## config.mk

```make
export PLATFORM = sky130hd
export DESIGN_NAME = regfile_wb_arbiter
export DESIGN_NICKNAME = d
export VERILOG_FILES = /design/src/rtl/regfile_pkg.sv /design/src/rtl/regfile_wb_fifo.sv /design/src/rtl/regfile_wb_arbiter.sv
export SDC_FILE = /design/constraint.sdc
export NUM_CORES = 1
export LEC_CHECK = 0
export CAP_MARGIN = 20
export CORE_ASPECT_RATIO = 1.75
export CORE_UTILIZATION = 56
export CTS_CLUSTER_SIZE = 28
export DETAILED_ROUTE_END_ITERATION = 8
export GPL_TIMING_DRIVEN = 1
export HOLD_SLACK_MARGIN = 0.15
export PLACE_DENSITY = 0.78
export SYNTH_ARGS = -nofsm -noshare
export SYNTH_HDL_FRONTEND = slang
export SYNTH_HIERARCHICAL = 1
export SYNTH_SLANG_ARGS = --single-unit
```

## constraint.sdc

```tcl
create_clock -name Clk -period 9.4 [get_ports Clk]
set_input_delay 1.41 -clock Clk [delete_from_list [all_inputs] [get_ports Clk]]
set_output_delay 1.41 -clock Clk [all_outputs]
set_load 0.02 [all_outputs]
```

## src/rtl/regfile_pkg.sv

```systemverilog
// rtl/regfile_pkg.sv - shared constants and types for the register-file write-back arbiter
//
// Purpose: register-file geometry, the hard-wired zero register, and the
//          grant encoding used by the round-robin arbiter.
// Ports:   none (package).

package regfile_pkg;

  localparam int ADDR_W    = 5;
  localparam int DATA_W    = 32;
  localparam int REG_COUNT = 32;

  localparam logic [ADDR_W-1:0] ZERO_REG = '0;

  typedef enum logic {
    GNT_A = 1'b0,
    GNT_B = 1'b1
  } grant_t;

endpackage

```

## src/rtl/regfile_wb_fifo.sv

```systemverilog
// rtl/regfile_wb_fifo.sv - small circular FIFO holding pending register writes
//
// Purpose: buffers {addr, data} write-back entries for one requester.
// Ports:   Clk, Reset  - clock, asynchronous active-high reset
//          push        - write push_data at the tail (caller ensures not full)
//          push_data   - entry to store
//          pop         - drop the head entry (caller ensures not empty)
//          head        - current head entry
//          count       - number of stored entries
//          empty       - no entries stored

module wb_fifo #(
  parameter int DEPTH = 2,
  parameter int WIDTH = 37
) (
  input  logic                       Clk,
  input  logic                       Reset,
  input  logic                       push,
  input  logic [WIDTH-1:0]           push_data,
  input  logic                       pop,
  output logic [WIDTH-1:0]           head,
  output logic [$clog2(DEPTH+1)-1:0] count,
  output logic                       empty
);

  localparam int PW = $clog2(DEPTH);

  logic [WIDTH-1:0] mem [DEPTH];
  logic [PW-1:0]    wr_ptr;
  logic [PW-1:0]    rd_ptr;

  // DEPTH is a power of two, so the pointers wrap naturally.
  always_ff @(posedge Clk or posedge Reset) begin
    if (Reset) begin
      wr_ptr <= '0;
      rd_ptr <= '0;
      count  <= '0;
    end else begin
      if (push) wr_ptr <= wr_ptr + 1'b1;
      if (pop)  rd_ptr <= rd_ptr + 1'b1;
      case ({push, pop})
        2'b10:   count <= count + 1'b1;
        2'b01:   count <= count - 1'b1;
        default: count <= count;
      endcase
    end
  end

  // Storage needs no reset: count gates every read.
  always_ff @(posedge Clk) begin
    if (push) mem[wr_ptr] <= push_data;
  end

  assign head  = mem[rd_ptr];
  assign empty = (count == '0);

endmodule

```

## src/rtl/regfile_wb_arbiter.sv

```systemverilog
// rtl/regfile_wb_arbiter.sv - two-requester write-back arbiter with pending-write scoreboard
//
// Purpose: shares the single register-file write port between requester A
//          (ALU) and B (load) through per-requester FIFOs and a round-robin
//          arbiter, and tracks in-flight writes per register.
// Ports:   Clk, Reset            - clock, asynchronous active-high reset
//          a_valid/a_ready       - requester A handshake, a_addr/a_data payload
//          b_valid/b_ready       - requester B handshake, b_addr/b_data payload
//          rsv_valid/rsv_addr    - issue stage reserves a destination register
//          q_addr_x/q_busy_x     - scoreboard queries (combinational)
//          W_Addr/W_Data/Write_Reg - registered register-file write port
//          sb_err                - sticky counter overflow/underflow flag

module regfile_wb_arbiter #(
  parameter int DATA_W     = regfile_pkg::DATA_W,
  parameter int ADDR_W     = regfile_pkg::ADDR_W,
  parameter int FIFO_DEPTH = 2,
  parameter int CNT_W      = 3
) (
  input  logic              Clk,
  input  logic              Reset,
  input  logic              a_valid,
  output logic              a_ready,
  input  logic [ADDR_W-1:0] a_addr,
  input  logic [DATA_W-1:0] a_data,
  input  logic              b_valid,
  output logic              b_ready,
  input  logic [ADDR_W-1:0] b_addr,
  input  logic [DATA_W-1:0] b_data,
  input  logic              rsv_valid,
  input  logic [ADDR_W-1:0] rsv_addr,
  input  logic [ADDR_W-1:0] q_addr_a,
  input  logic [ADDR_W-1:0] q_addr_b,
  output logic              q_busy_a,
  output logic              q_busy_b,
  output logic [ADDR_W-1:0] W_Addr,
  output logic [DATA_W-1:0] W_Data,
  output logic              Write_Reg,
  output logic              sb_err
);

  import regfile_pkg::*;

  localparam int EW   = ADDR_W + DATA_W;
  localparam int CW   = $clog2(FIFO_DEPTH + 1);
  localparam int NREG = 2 ** ADDR_W;
  localparam logic [CNT_W-1:0]  CNT_MAX = {CNT_W{1'b1}};
  localparam logic [ADDR_W-1:0] ZERO_A  = ADDR_W'(ZERO_REG);

  logic [EW-1:0] a_head, b_head;
  logic [CW-1:0] a_count, b_count;
  logic          a_empty, b_empty;
  logic          a_push, b_push;
  logic          gnt_a, gnt_b;
  grant_t        last_grant;
  logic [EW-1:0] win;

  // Ready comes only from the registered count; a pop in the same cycle
  // does not make room early.
  assign a_ready = (a_count != CW'(FIFO_DEPTH));
  assign b_ready = (b_count != CW'(FIFO_DEPTH));
  assign a_push  = a_valid && a_ready;
  assign b_push  = b_valid && b_ready;

  wb_fifo #(.DEPTH(FIFO_DEPTH), .WIDTH(EW)) u_fifo_a (
    .Clk(Clk), .Reset(Reset),
    .push(a_push), .push_data({a_addr, a_data}),
    .pop(gnt_a), .head(a_head), .count(a_count), .empty(a_empty)
  );

  wb_fifo #(.DEPTH(FIFO_DEPTH), .WIDTH(EW)) u_fifo_b (
    .Clk(Clk), .Reset(Reset),
    .push(b_push), .push_data({b_addr, b_data}),
    .pop(gnt_b), .head(b_head), .count(b_count), .empty(b_empty)
  );

  // A wins when alone, or when both wait and B was served last.
  always_comb begin
    gnt_a = 1'b0;
    gnt_b = 1'b0;
    if (!a_empty && (b_empty || last_grant == GNT_B)) gnt_a = 1'b1;
    else if (!b_empty)                                 gnt_b = 1'b1;
  end

  assign win = gnt_a ? a_head : b_head;

  always_ff @(posedge Clk or posedge Reset) begin
    if (Reset) begin
      last_grant <= GNT_B;
      Write_Reg  <= 1'b0;
      W_Addr     <= '0;
      W_Data     <= '0;
    end else begin
      // Zero-register entries use their slot but never strobe the write.
      Write_Reg <= (gnt_a || gnt_b) && (win[EW-1:DATA_W] != ZERO_A);
      if (gnt_a || gnt_b) begin
        W_Addr     <= win[EW-1:DATA_W];
        W_Data     <= win[DATA_W-1:0];
        last_grant <= gnt_a ? GNT_A : GNT_B;
      end
    end
  end

  // Scoreboard: the decrement happens at the edge the register file writes.
  // Write_Reg is never high for register 0 and reservations of register 0
  // are ignored, so pend[0] stays zero.
  logic [CNT_W-1:0] pend     [NREG];
  logic [CNT_W-1:0] pend_nxt [NREG];
  logic             inc_en, dec_en, err_nxt;

  assign inc_en = rsv_valid && (rsv_addr != ZERO_A);
  assign dec_en = Write_Reg;

  always_comb begin
    pend_nxt = pend;
    err_nxt  = 1'b0;
    // inc and dec on the same register cancel out.
    if (!(inc_en && dec_en && rsv_addr == W_Addr)) begin
      if (inc_en) begin
        if (pend[rsv_addr] == CNT_MAX) err_nxt = 1'b1;
        else                           pend_nxt[rsv_addr] = pend[rsv_addr] + 1'b1;
      end
      if (dec_en) begin
        if (pend[W_Addr] == '0) err_nxt = 1'b1;
        else                    pend_nxt[W_Addr] = pend[W_Addr] - 1'b1;
      end
    end
  end

  always_ff @(posedge Clk or posedge Reset) begin
    if (Reset) begin
      for (int i = 0; i < NREG; i++) pend[i] <= '0;
      sb_err <= 1'b0;
    end else begin
      pend   <= pend_nxt;
      sb_err <= sb_err | err_nxt;
    end
  end

  assign q_busy_a = (pend[q_addr_a] != '0);
  assign q_busy_b = (pend[q_addr_b] != '0);

endmodule

```

# Word level (Yosys, flattened, before mapping)
# Memory sizes are Yosys's and may differ from the RTL's.
# Index checks and enable logic that the tools add are counted.
dict set report classes {
  n_lt_le_gt_ge 6
  n_eq_ne 8
  reduce_logical 21
  n_div 0
  mul 0
  n_bitwise 5
  addsub 10
  shift 0
  mux 39
}
# cell n
set op_table {}
lappend op_table {{2-to-1 mux 96 bit} 5}
lappend op_table {{bitwise mux 96 bit} 2}
lappend op_table {{binary-select mux 3 bit (select 5 bit)} 4}
lappend op_table {{2-to-1 mux 37 bit} 1}
lappend op_table {{demux 3 bit (select 5 bit)} 2}
lappend op_table {{2-to-1 mux 3 bit} 10}
lappend op_table {{greater-or-equal comparator 6 bit (second input constant)} 4}
lappend op_table {{inverter 5 -> 6 bit} 4}
lappend op_table {{2-to-1 mux 1 bit} 13}
lappend op_table {{< comparator 6 x 1 -> 1 bit (second input constant)} 2}
lappend op_table {{nonzero test 5 bit} 2}
lappend op_table {{logical AND 1 bit} 9}
lappend op_table {{case mux 2 bit (2 select lines)} 2}
lappend op_table {{nonzero test 3 bit} 2}
lappend op_table {{== test 5 bit} 1}
lappend op_table {{adder 1 bit (second input constant)} 4}
lappend op_table {{adder 2 x 1 -> 2 bit (second input constant)} 2}
lappend op_table {{== test 2 x 1 -> 1 bit (second input constant)} 2}
lappend op_table {{== test 2 bit (second input constant)} 2}
lappend op_table {{logical NOT 2 bit} 2}
lappend op_table {{!= test 2 bit (second input constant)} 2}
lappend op_table {{nonzero test 2 bit} 2}
lappend op_table {{subtractor 2 x 1 -> 2 bit (second input constant)} 2}
lappend op_table {{adder 3 x 1 -> 3 bit (second input constant)} 1}
lappend op_table {{6 further kinds} 7}
dict set report totals {
  reg_bits 144
  rom_bits 0
  output_inout_bits 43
  latch_bits 0
  ramBits 148
  n_memories 2
  in_bits 94
  elab_cells 134
}
# name depth width read_ports rd_ports_with_merged_regs wr line
set memory_table {}
lappend memory_table {u_fifo_a.mem 2 37 1 0 1 regfile_wb_fifo.sv:28} ;# logic [WIDTH-1:0] mem [DEPTH];
lappend memory_table {u_fifo_b.mem 2 37 1 0 1 regfile_wb_fifo.sv:28}

# Longest topological paths before layout
# Gate-level depths: netlist of run 1.
dict set report logic_depth {
  word_depth 12
  ltp_mapped 16
  depth_no_buf 12
}

# Cells and area by module
# The synthesis of run 1 kept the hierarchy.
# module area_each_um2 cells_per_inst seq_area_each_um2 instances
set modules_own_cells {}
lappend modules_own_cells {regfile_wb_arbiter 9623.0 1067 3404.5 1}
lappend modules_own_cells {wb_fifo 2934.1 131 2322.2 2}

# Least setup slack after synthesis of run 1
# No wires, ideal clock.
dict set report synth_timing {
  kind {input port to flip-flop}
  startpoint {in rsv_addr[0]}
  endpoint {reg pend[60] in the netlist's numbering}
  path_buffers 5
  cell_stages 14
  required_ns 9.296
  setup_time_ns 0.104
  path_slack_ns 4.732
  arrival_ns 4.564
  cell_sequence {buf_6 -> buf_6 -> buf_2 -> mux4_2 -> mux4_2 -> mux2_2 -> ha_1 -> clkbuf_1 -> and3b_1 -> clkbuf_1 -> nand2_1 -> a21o_1 -> nor2b_1 -> a221oi_1}
}
dict set report synth_between {
  elab_chain_cells 12
  word_cells_on_any_way 23
  cone_classes {add/sub (1); order compare (2); eq/ne (2); mux (12); bitwise (1); reduce/logical (5)}
}
# item line
set synth_lines {}
lappend synth_lines {{from (decl)} regfile_wb_arbiter.sv:31} ;# input logic [ADDR_W-1:0] rsv_addr,
lappend synth_lines {{inverter 5 -> 6 bit (implied by the code)} {regfile_wb_arbiter.sv:120, regfile_wb_arbiter.sv:121}}
lappend synth_lines {{binary-select mux 3 bit (select 5 bit) (tied with other cells)} {regfile_wb_arbiter.sv:120, regfile_wb_arbiter.sv:121}}
lappend synth_lines {{2-to-1 mux 3 bit (implied by the code) or logical AND 1 bit (tied branches)} {regfile_wb_arbiter.sv:120, regfile_wb_arbiter.sv:121}}
lappend synth_lines {{2-to-1 mux 3 bit, on equally long branches} {regfile_wb_arbiter.sv:120, regfile_wb_arbiter.sv:121}}
lappend synth_lines {{adder 3 x 1 -> 3 bit or demux 3 bit (select 5 bit) (tied branches)} regfile_wb_arbiter.sv:121} ;# else pend_nxt[rsv_addr] = pend[rsv_addr] + 1'b1;
lappend synth_lines {{bitwise mux 96 bit} regfile_wb_arbiter.sv:121}
lappend synth_lines {{2-to-1 mux 96 bit} regfile_wb_arbiter.sv:120} ;# if (pend[rsv_addr] == CNT_MAX) err_nxt = 1'b1;
lappend synth_lines {{2-to-1 mux 96 bit} regfile_wb_arbiter.sv:119} ;# if (inc_en) begin
lappend synth_lines {{2-to-1 mux 96 bit} regfile_wb_arbiter.sv:118} ;# if (!(inc_en && dec_en && rsv_addr == W_Addr)) begin
lappend synth_lines {{bitwise mux 96 bit} regfile_wb_arbiter.sv:125} ;# else pend_nxt[W_Addr] = pend[W_Addr] - 1'b1;
lappend synth_lines {{2-to-1 mux 96 bit} regfile_wb_arbiter.sv:124} ;# if (pend[W_Addr] == '0) err_nxt = 1'b1;
lappend synth_lines {{2-to-1 mux 96 bit} regfile_wb_arbiter.sv:123} ;# if (dec_en) begin
lappend synth_lines {{to (signal assigned)} regfile_wb_arbiter.sv:135} ;# pend <= pend_nxt;
lappend synth_lines {{to (decl)} regfile_wb_arbiter.sv:107} ;# logic [CNT_W-1:0] pend [NREG];
# Parallel ways exist; a longest one is shown, timed or not. The select of a mux whose other input is x is not followed.
# A chain may end at the register's enable or synchronous reset.

# Worst setup path after layout of run 1
dict set report layout_timing {
  startpoint {in rsv_addr[1]}
  endpoint {reg pend[6] in the netlist's numbering}
}
# The elaborated chain is that of the path after synthesis.

==> results of run 1 <==
## cell usage after synthesis (12+ instances only)
library cell / count
nand2_1: 158
edfxtp_1: 148
dfrtp_1: 143
nor2_1: 133
o21ai_0: 96
a21oi_1: 87
mux4_2: 56
mux2i_1: 55
clkbuf_1: 52
nor3_1: 44
mux2_4: 40
mux2_2: 37
a21o_1: 24
nor2b_1: 24
buf_2: 20
a221oi_2: 15
a211oi_1: 14
inv_1: 13
buf_6: 12
## registers in the layout (all words and copies together) (netlist names), 2 cells and up
signal,count
pend,96
u_fifo_a/mem,74
u_fifo_b/mem,74
W_Data,32
W_Addr,5
u_fifo_a/count,2
u_fifo_b/count,2
## stage by stage
step	setup WS, ns	instances	instance area (um2)
2_1_floorplan	4.35	1329	15500
3_3_place_gp	3.36	1756	17000
3_5_place_dp	3.24	1756	17000
4_1_cts	3.81	1803	17800
5_1_grt	3.46	1803	17800
6_report	3.56	1803	17800
## final cells by class
| class | instances | area (um2) | area share [%] |
|---|---|---|---|
| Sequential cell | 292 | 8050 | 45.3 |
| Clock inverter | 9 | 113 | 0.633 |
| Tap cell | 369 | 462 | 2.60 |
| Multi-Input combinational cell | 930 | 6930 | 39.0 |
| Clock buffer | 38 | 696 | 3.91 |
| Inverter | 13 | 53.8 | 0.303 |
| Timing Repair Buffer | 152 | 1480 | 8.30 |
## placed cells by master (no fill, tap or decap), types with 5 or more instances in the layout
master           count
nand2_1            158
edfxtp_1           148
dfrtp_1            141
clkdlybuf4s50_1    135
nor2_1             129
o21ai_0             96
a21oi_1             87
mux4_2              56
mux2i_1             55
nor3_1              44
mux2_4              40
mux2_2              37
clkbuf_16           26
nor2b_1             24
a21o_1              24
buf_4               16
a221oi_2            15
a211oi_1            14
inv_1               12
clkbuf_1            12
nand2b_1            10
xor2_1              10
o22ai_1             10
a221oi_1            10
nor4_1               8
and3_1               7
a22oi_1              6
ha_1                 6
nand3b_1             5
xnor2_1              5
nor3b_1              5
and2_1               5
## worst max-delay path by stage
stage | end | slack [ns] | cells after the start
2_1_floorplan | W_Addr[0] | 4.35 | 1
3_3_place_gp | pend[6] | 3.36 | 13
3_5_place_dp | pend[6] | 3.24 | 13
4_1_cts | pend[6] | 3.81 | 13
5_1_grt | pend[67] | 3.46 | 13
6_report | pend[6] | 3.56 | 13
## routing by layer
metal  global-route usage, %  wire length (um)
met1                    35.8             14800
met2                    56.0             22900
met3                    7.19              3720
met4                    25.1              3820
met5                       0                 0
## cells by family (layout without fill, tap and decap cells)
family          count (synthesis)  in the layout
compound gates                289            289
flops                         292            292
mux                           188            188
fa+ha+maj                       6              6
xor+xnor                       15             15
simple gates                  432            432
buf+inv                       107            212
## power by group through the flow
stage               Clock, W  Sequential [W]  Combinational, W
global route         0.00110         0.00231           0.00324
detailed placement         0         0.00228           0.00299
global placement           0         0.00226           0.00295
CTS                  0.00106         0.00226           0.00300
finish               0.00104         0.00227           0.00307
floorplan                  0         0.00216           0.00203
## critical path: cells and delay by family
kind	cells	cell delay, ns
muxes	2	0.71
adders and majority gates	2	0.55
and+or+nand+nor	4	1.51
buffers and inverters	2	1.43
AOI/OAI and AO/OA	3	0.65
==> flow_summary.toml, run 1 <==
[run_status]
outcome = "finished, final reports clean"

[critical_path]
r2r_slack_ns = 4.44
reg2reg_to = "pend[63]"
r2r.worst_path.cells = 12
slowest_delay_ns = 1.02
cp_max_fo = 19
crit_required_ns = 9.85
path_common_cell = "ha_1"
startpoint_type = "input port"
crit_type = "input port to register"
regToRegStartpoint = "W_Addr[3]"
slowest_stage = "clkdlybuf4s50_1"
cp-end-kind = "register"
crit_arrival_ns = 6.28
critPathLaunch = "rsv_addr[1]"
path_cells = "clkdlybuf4s50_1 -> buf_4 -> mux4_2 -> mux2i_1 -> o32a_1 -> nand4_2 -> ha_1 -> ha_1 -> nor3b_2 -> nand2_1 -> a21o_1 -> nor2b_1 -> a221oi_2"

[clocking]
cts_resized = 0
clk_pin_slew_ns = 0.07
cts_hold_buf = 0
post-cts-setup-buffer-count = 0
clock_sinks = 292
cts_root_buf = "clkbuf_16"
cts-root-to-sink-buffers = 3
insertion_delay_ns = 0.56
cts_buffers = 26
cts_tree = "done"
cts_max_level = 1

[yosys]
synth_xor_area_share_pct = 0.848
synthAdderAreaFrac_pct = 0.485
synth_top_family_by_area = "multiplexers"
synth_top_area_share_pct = 28.7
syn_area_per_cell_um2 = 11.7
synth_area_um2 = 15500
synth_edf_count = 148
ys_types = 66
synth_compound_gate_area_share_pct = 12.0
async_flop_share_pct = 49.3
synth_top_area_cell = "edfxtp_1"
synth_top_cells_by_area = "edfxtp_1 (29%), dfrtp_1 (23%), mux4_2 (8.1%)"
ys.flop_type = "edfxtp_1"
ys_seq_area_share_pct = 52.0
synth_warnings = 6
synth_mux_area_share_pct = 18.3
synth_seq_cells = 292
synth_fp_nets = 1429
syn_inst = 1329
yosys.area_share.simple_pct = 12.9

[sta]
drv_slew = 0
fin_crit_ns = 5.84
period_share_pct = 62.1
max_freq_mhz = 171
fin_skew_ns = 0.0238
hold_violations = 0
worst_pin_slew_ns = 1.23
whs_ns = 0.485
setup-tns-final_ns = 0
grt_setup_unrepaired = "false"
finalSetupViolCount = 0
timing.slew.headroom_pct = 17.8

[grt]
grt_antenna_before_repair = 1
grt_pass1_wl_um = 69900
grt_overflow = 0
grt_max_degree = 75
grtUsageTotal_pct = 33.1
grt_pass1_vias = 12100

[routing]
vias_per_cell = 6.50
drcViolationCount = 0
first_pass_iters = 5
routed-via-count = 11700
first_iter_violations = 996
antenna_left = 0
routedWlPerCell_um = 25.1
drt-total-wl_um = 45200

[min_path]
worstHoldStart = "sb_err"
min_to = "sb_err"
hold_class = "register to register"
min_path_cells = 1

[die]
ios = 137
start_util_pct = 56.9
core-area_um2 = 27200
die_h_um = 222
die_w_um = 128
rows = 80
dieArea_um2 = 28400

[power_and_ir_drop]
p_seq_share_pct = 35.6
p_per_area_nw_per_um2 = 359
power.total_w = 0.00639
p_int_w = 0.00357
ir_drop_mv = 0.300
p_comb_share_pct = 48.1
swShare_pct = 44.1
p_leak_nw = 6.59
power.share.clock_pct = 16.3
power_switching_w = 0.00282

[run]
drv_cap = 0

[layout]
post-route-util_pct = 65.3
fin_nets = 1515
area_delta_synth_final_pct = 14.8
final_layout_size_suffix_gt1_share_pct = 15.6
n_fill_cell = 2125
antennaDiodeCount = 0

[placed_design]
io_buffers = 136
hpwl_um = 31400
place.gp.congestion = 1.06
Power figures use the tool's default switching activity.
==> inputs of run 2 (changes only) <==
--- a/config.mk
+++ b/config.mk
@@ -7,12 +7,12 @@
 export LEC_CHECK = 0
 export CAP_MARGIN = 20
 export CORE_ASPECT_RATIO = 1.75
-export CORE_UTILIZATION = 56
+export CORE_UTILIZATION = 53
 export CTS_CLUSTER_SIZE = 28
 export DETAILED_ROUTE_END_ITERATION = 8
 export GPL_TIMING_DRIVEN = 1
 export HOLD_SLACK_MARGIN = 0.15
-export PLACE_DENSITY = 0.78
+export PLACE_DENSITY = 0.77
 export SYNTH_ARGS = -nofsm -noshare
 export SYNTH_HDL_FRONTEND = slang
 export SYNTH_HIERARCHICAL = 1
==> constraint.sdc (replaced) <==
create_clock -name Clk -period 4.8 [get_ports Clk]
set_input_delay 0.72 -clock Clk [delete_from_list [all_inputs] [get_ports Clk]]
set_output_delay 0.72 -clock Clk [all_outputs]
set_load 0.02 [all_outputs]
==> run 2 against run 1 <==
Effect of this change: setup slack got worse by 3.0 ns; count of clock-buffer cells in the layout decreased by 4; core utilization decreased by 1.9 points; critical endpoint is now pend[57]; largest power group unchanged.
==> flow_summary.toml, run 2 (synthesis results as in run 1) <==
[critical_path]
critPathLaunch = "W_Addr[2]"
crit_type = "register to register"
cp-end-kind = "register"
regToRegStartpoint = "W_Addr[2]"
startpoint_type = "register"
crit_required_ns = 5.26
crit_arrival_ns = 4.70
cp_max_fo = 18

[clocking]
cts_max_level = 1
post-cts-setup-buffer-count = 0
cts_buffers = 26
cts_hold_buf = 0
cts_root_buf = "clkbuf_16"
clk_pin_slew_ns = 0.07
insertion_delay_ns = 0.56
cts_resized = 0
cts_tree = "done"
clock_sinks = 292
cts-root-to-sink-buffers = 3

[grt]
grt_overflow = 0
grtUsageTotal_pct = 32.8
grt_pass1_wl_um = 73700
grt_max_degree = 99
grt_antenna_before_repair = 0
grt_pass1_vias = 12600

[min_path]
worstHoldStart = "sb_err"
hold_class = "register to register"

[die]
start_util_pct = 53.9
die_h_um = 228
ios = 137
die_w_um = 131
dieArea_um2 = 29900
rows = 82
core-area_um2 = 28700

[layout]
largest_reg_flops = 96
fin_nets = 1553
antennaDiodeCount = 0
area_delta_synth_final_pct = 17.6
final_layout_size_suffix_gt1_share_pct = 18.4
final_common_cell = "nand2_1"
top_regs = "pend: 96 flops, u_fifo_a/mem: 74 flops, u_fifo_b/mem: 74 flops"
regMostFlops = "pend"
mostFrequentLayoutCells = "nand2_1 (158), edfxtp_1 (148), dfrtp_1 (141)"
instances_no_fill = 1851

[sta]
fin_skew_ns = 0.0174
max_freq_mhz = 236
hold_violations = 0
drv_slew = 0
fin_crit_ns = 4.24
grt_setup_unrepaired = "false"
period_share_pct = 88.3
worst_pin_slew_ns = 1.12
finalSetupViolCount = 0
setup-tns-final_ns = 0
timing.slew.headroom_pct = 25.6

[placed_design]
hpwl_um = 33700
dp_cells = 1803
place.gp.congestion = 1.04
io_buffers = 136

[power_and_ir_drop]
p_leak_nw = 6.85
p_per_area_nw_per_um2 = 708
ir_drop_mv = 0.547

[run]
drv_cap = 0

[run_status]
outcome = "finished, final reports clean"

[routing]
drt-total-wl_um = 47900
drcViolationCount = 0
first_iter_violations = 779
routedWlPerCell_um = 25.9
first_pass_iters = 5
routed-via-count = 11800
antenna_left = 0
vias_per_cell = 6.38
## run 2: cell count changes in the layout (fill, tap and decap cells not counted), moves of 2 or more
| cell | delta |
|---|---|
| buf_4 | +34 |
| clkbuf_1 | -8 |
| buf_12 | +4 |
| clkbuf_8 | +3 |
| clkinv_2 | +3 |
| clkinv_1 | -2 |
## run 2: final timing paths
check                                    end  slack (ns)  cells past startpoint
max                                 pend[57]        0.56                     12
min                                   sb_err        0.48                      1
max reg2reg                         pend[57]        0.56                     12
min reg2reg                           sb_err        0.48                      1
max in group asynchronous         W_Data[22]        3.13                      3
min in group asynchronous  u_fifo_b/count[0]        0.50                      2
## run 2: report_power, final
group	total (W)	switching (W)	internal, W	leakage (nW)
combinational	0.00619	0.00377	0.00242	3.30
sequential	0.00449	0.000935	0.00356	3.10
clock	0.00222	0.000972	0.00125	0.439
total	0.0129	0.00567	0.00723	6.85
## run 2: layout make-up
cell class                      count  area [um2]
Fill cell                        2251       10500
Sequential cell                   292        8050
Multi-Input combinational cell    930        6920
Timing Repair Buffer              190        1810
Clock buffer                       34         732
Tap cell                          378         473
Clock inverter                     14         175
Inverter                           13        53.8
## run 2: per-stage QoR
step	hold WS, ns	worst slack (ns)	cell area [um2]	utilization (%)	total power, W
floorplan	0.456	0.442	15500	-	0.00819
CTS	0.489	0.639	18200	63.4	0.0128
global placement	0.462	0.551	17300	60.3	0.0105
finish	0.480	0.561	18200	63.4	0.0129
detailed placement	0.475	0.529	17300	60.3	0.0106
global route	0.521	0.404	18200	63.4	0.0134
## run 2: critical path, cell delays in order (launching register included)
cell and delay, ns:
dfrtp_1 0.75, or3b_1 0.62, o22ai_1 0.28, nor3_1 0.07, o211a_1 0.24, ha_1 0.22, ha_1 0.25, nor3b_1 0.30
and2_1 0.62, nand2_1 0.24, a21o_1 0.24, nor2b_1 0.15, a211oi_2 0.18
## run 2: routing by layer
metal  wire [um]  vias to the layer above  track usage (%)
met5           0                        -                0
met2       25100                      540             58.4
met4        3920                        0             24.6
met1       16000                     5891             34.5
li1            -                     5184                -
met3        2900                      203             5.42
==> inputs of run 3 (changes only) <==
--- a/config.mk
+++ b/config.mk
@@ -7,6 +7,7 @@
 export LEC_CHECK = 0
 export CAP_MARGIN = 20
 export CORE_ASPECT_RATIO = 1.75
+export CORE_MARGIN = 1.5
 export CORE_UTILIZATION = 53
 export CTS_CLUSTER_SIZE = 28
 export DETAILED_ROUTE_END_ITERATION = 8
==> run 3 against run 2 <==
Effect of this change: sequential share of layout area grew 0.12 points; sequential power is essentially flat; highest routed layer unchanged; core utilization shrank 0.18 points; global-route usage shrank 1.0 points; routed wire length shrank 0.88%.
==> flow_summary.toml, run 3 (synthesis results as in run 1) <==
[routing]
drcViolationCount = 0
routedWlPerCell_um = 25.8
routed-via-count = 12000
first_iter_violations = 970
drt-total-wl_um = 47400
first_pass_iters = 5
antenna_left = 0
vias_per_cell = 6.49

[critical_path]
cp-end-kind = "register"
regToRegStartpoint = "W_Addr[2]"
r2r.worst_path.cells = 12
crit_arrival_ns = 4.71
r2r_slack_ns = 0.53
crit_type = "register to register"
startpoint_type = "register"
path_cells = "or3b_1 -> o22ai_1 -> nor3_1 -> o211a_1 -> ha_1 -> ha_1 -> nor3b_1 -> and2_1 -> nand2_1 -> a21oi_1 -> nor2_1 -> a221oi_1"
cp_max_fo = 18
slowest_stage = "dfrtp_1"
slowest_delay_ns = 0.84
path_common_cell = "ha_1"
reg2reg_to = "pend[81]"
crit_required_ns = 5.24
critPathLaunch = "W_Addr[2]"

[die]
ios = 137
die_w_um = 132
start_util_pct = 53.9
rows = 82
dieArea_um2 = 30300
core-area_um2 = 28700
die_h_um = 229

[layout]
largest_reg_flops = 96
mostFrequentLayoutCells = "nand2_1 (158), edfxtp_1 (148), dfrtp_1 (141)"
instances_no_fill = 1841
final_common_cell = "nand2_1"
fin_nets = 1543
top_regs = "pend: 96 flops, u_fifo_a/mem: 74 flops, u_fifo_b/mem: 74 flops"
antennaDiodeCount = 0
n_fill_cell = 2263
fin_area_um2 = 18200
multi_input_area_um2 = 6920
regMostFlops = "pend"
register_area_um2 = 8050
final_layout_size_suffix_gt1_share_pct = 17.9
area_delta_synth_final_pct = 17.3

[min_path]
worstHoldStart = "u_fifo_a/count[1]"
hold_class = "register to register"
min_to = "u_fifo_a/count[1]"
min_path_cells = 1

[sta]
fin_skew_ns = 0.0137
timing.slew.headroom_pct = 30.5
fin_crit_ns = 4.27
hold_violations = 0
setup-tns-final_ns = 0
drv_slew = 0
finalSetupViolCount = 0
worst_pin_slew_ns = 1.04
worst_slack_ns = 0.534
max_freq_mhz = 234
period_share_pct = 88.9
grt_setup_unrepaired = "false"

[run_status]
outcome = "finished, final reports clean"

[placed_design]
place_ws_ns = 0.419
place.gp.congestion = 1.01
io_buffers = 136
place_area_um2 = 17300
hpwl_um = 33500
dp_cells = 1792

[clocking]
clock_sinks = 292
cts_tree = "done"
cts_max_level = 1
cts_root_buf = "clkbuf_16"
cts_hold_buf = 0
post-cts-setup-buffer-count = 0
clk_pin_slew_ns = 0.07
cts_buffers = 27
insertion_delay_ns = 0.54
cts_resized = 0
cts-root-to-sink-buffers = 3

[power_and_ir_drop]
power.share.clock_pct = 16.9
ir_drop_mv = 0.664
swShare_pct = 44.0
p_seq_share_pct = 34.8
power_switching_w = 0.00572
p_leak_nw = 6.80
p_per_area_nw_per_um2 = 716
p_int_w = 0.00728
p_comb_share_pct = 48.3

[grt]
grt_max_degree = 97
grt_overflow = 0
grt_pass1_wl_um = 72700
grtUsageTotal_pct = 31.8
grt_pass1_vias = 12400
grt_antenna_before_repair = 0

[run]
drv_cap = 0
## run 3: cell types whose count changed in the layout (fill, tap and decap cells not counted), sizes merged
| cell | change |
|---|---|
| buf | -11 |
| clkinvlp | +3 |
| clkbuf | -1 |
| inv | -1 |
## run 3: through the flow
step / hold slack (ns) / util, % / total power [W]
6_report: 0.512 / 63.2 / 0.0130
5_1_grt: 0.537 / 63.2 / 0.0135
4_1_cts: 0.508 / 63.2 / 0.0129
3_5_place_dp: 0.499 / 60.1 / 0.0107
3_3_place_gp: 0.463 / 60.1 / 0.0105
2_1_floorplan: 0.456 / - / 0.00819
## run 3: area by class of cell
class	instances	area share, %
inverter	13	0.296
clock inverter	16	1.01
timing repair buffer	179	9.72
tap	378	2.60
clock buffer	33	3.95
multi-input combinational	930	38.1
sequential	292	44.3
## run 3: worst max path at each step
stage	endpoint	slack [ns]
2_1_floorplan	W_Addr[0]	0.44
3_3_place_gp	pend[60]	0.43
3_5_place_dp	pend[60]	0.42
4_1_cts	q_busy_a	0.63
5_1_grt	pend[81]	0.40
6_report	pend[81]	0.53
## run 3: metal layers
layer	share of wire [%]	vias up	wire length [um]	track usage, %
li1	-	5159	-	-
met1	33	5891	15500	33.5
met2	52	653	24600	56.5
met3	7.1	248	3390	6.09
met4	8.3	0	3930	22.5
met5	0	-	0	0
## run 3: power by group through the flow
stage / Sequential, W / Clock, W / Combinational (W)
finish: 0.00452 / 0.00220 / 0.00628
CTS: 0.00448 / 0.00223 / 0.00619
floorplan: 0.00422 / 0 / 0.00397
global placement: 0.00449 / 0 / 0.00605
detailed placement: 0.00452 / 0 / 0.00616
global route: 0.00458 / 0.00232 / 0.00662
## run 3: critical path: cells and delay by family (launching register included)
kind                       cells  cell delay, ns
adders and majority gates      2            0.46
and+or+nand+nor                6            1.85
DFF                            1            0.84
AOI/OAI and AO/OA              4            1.01
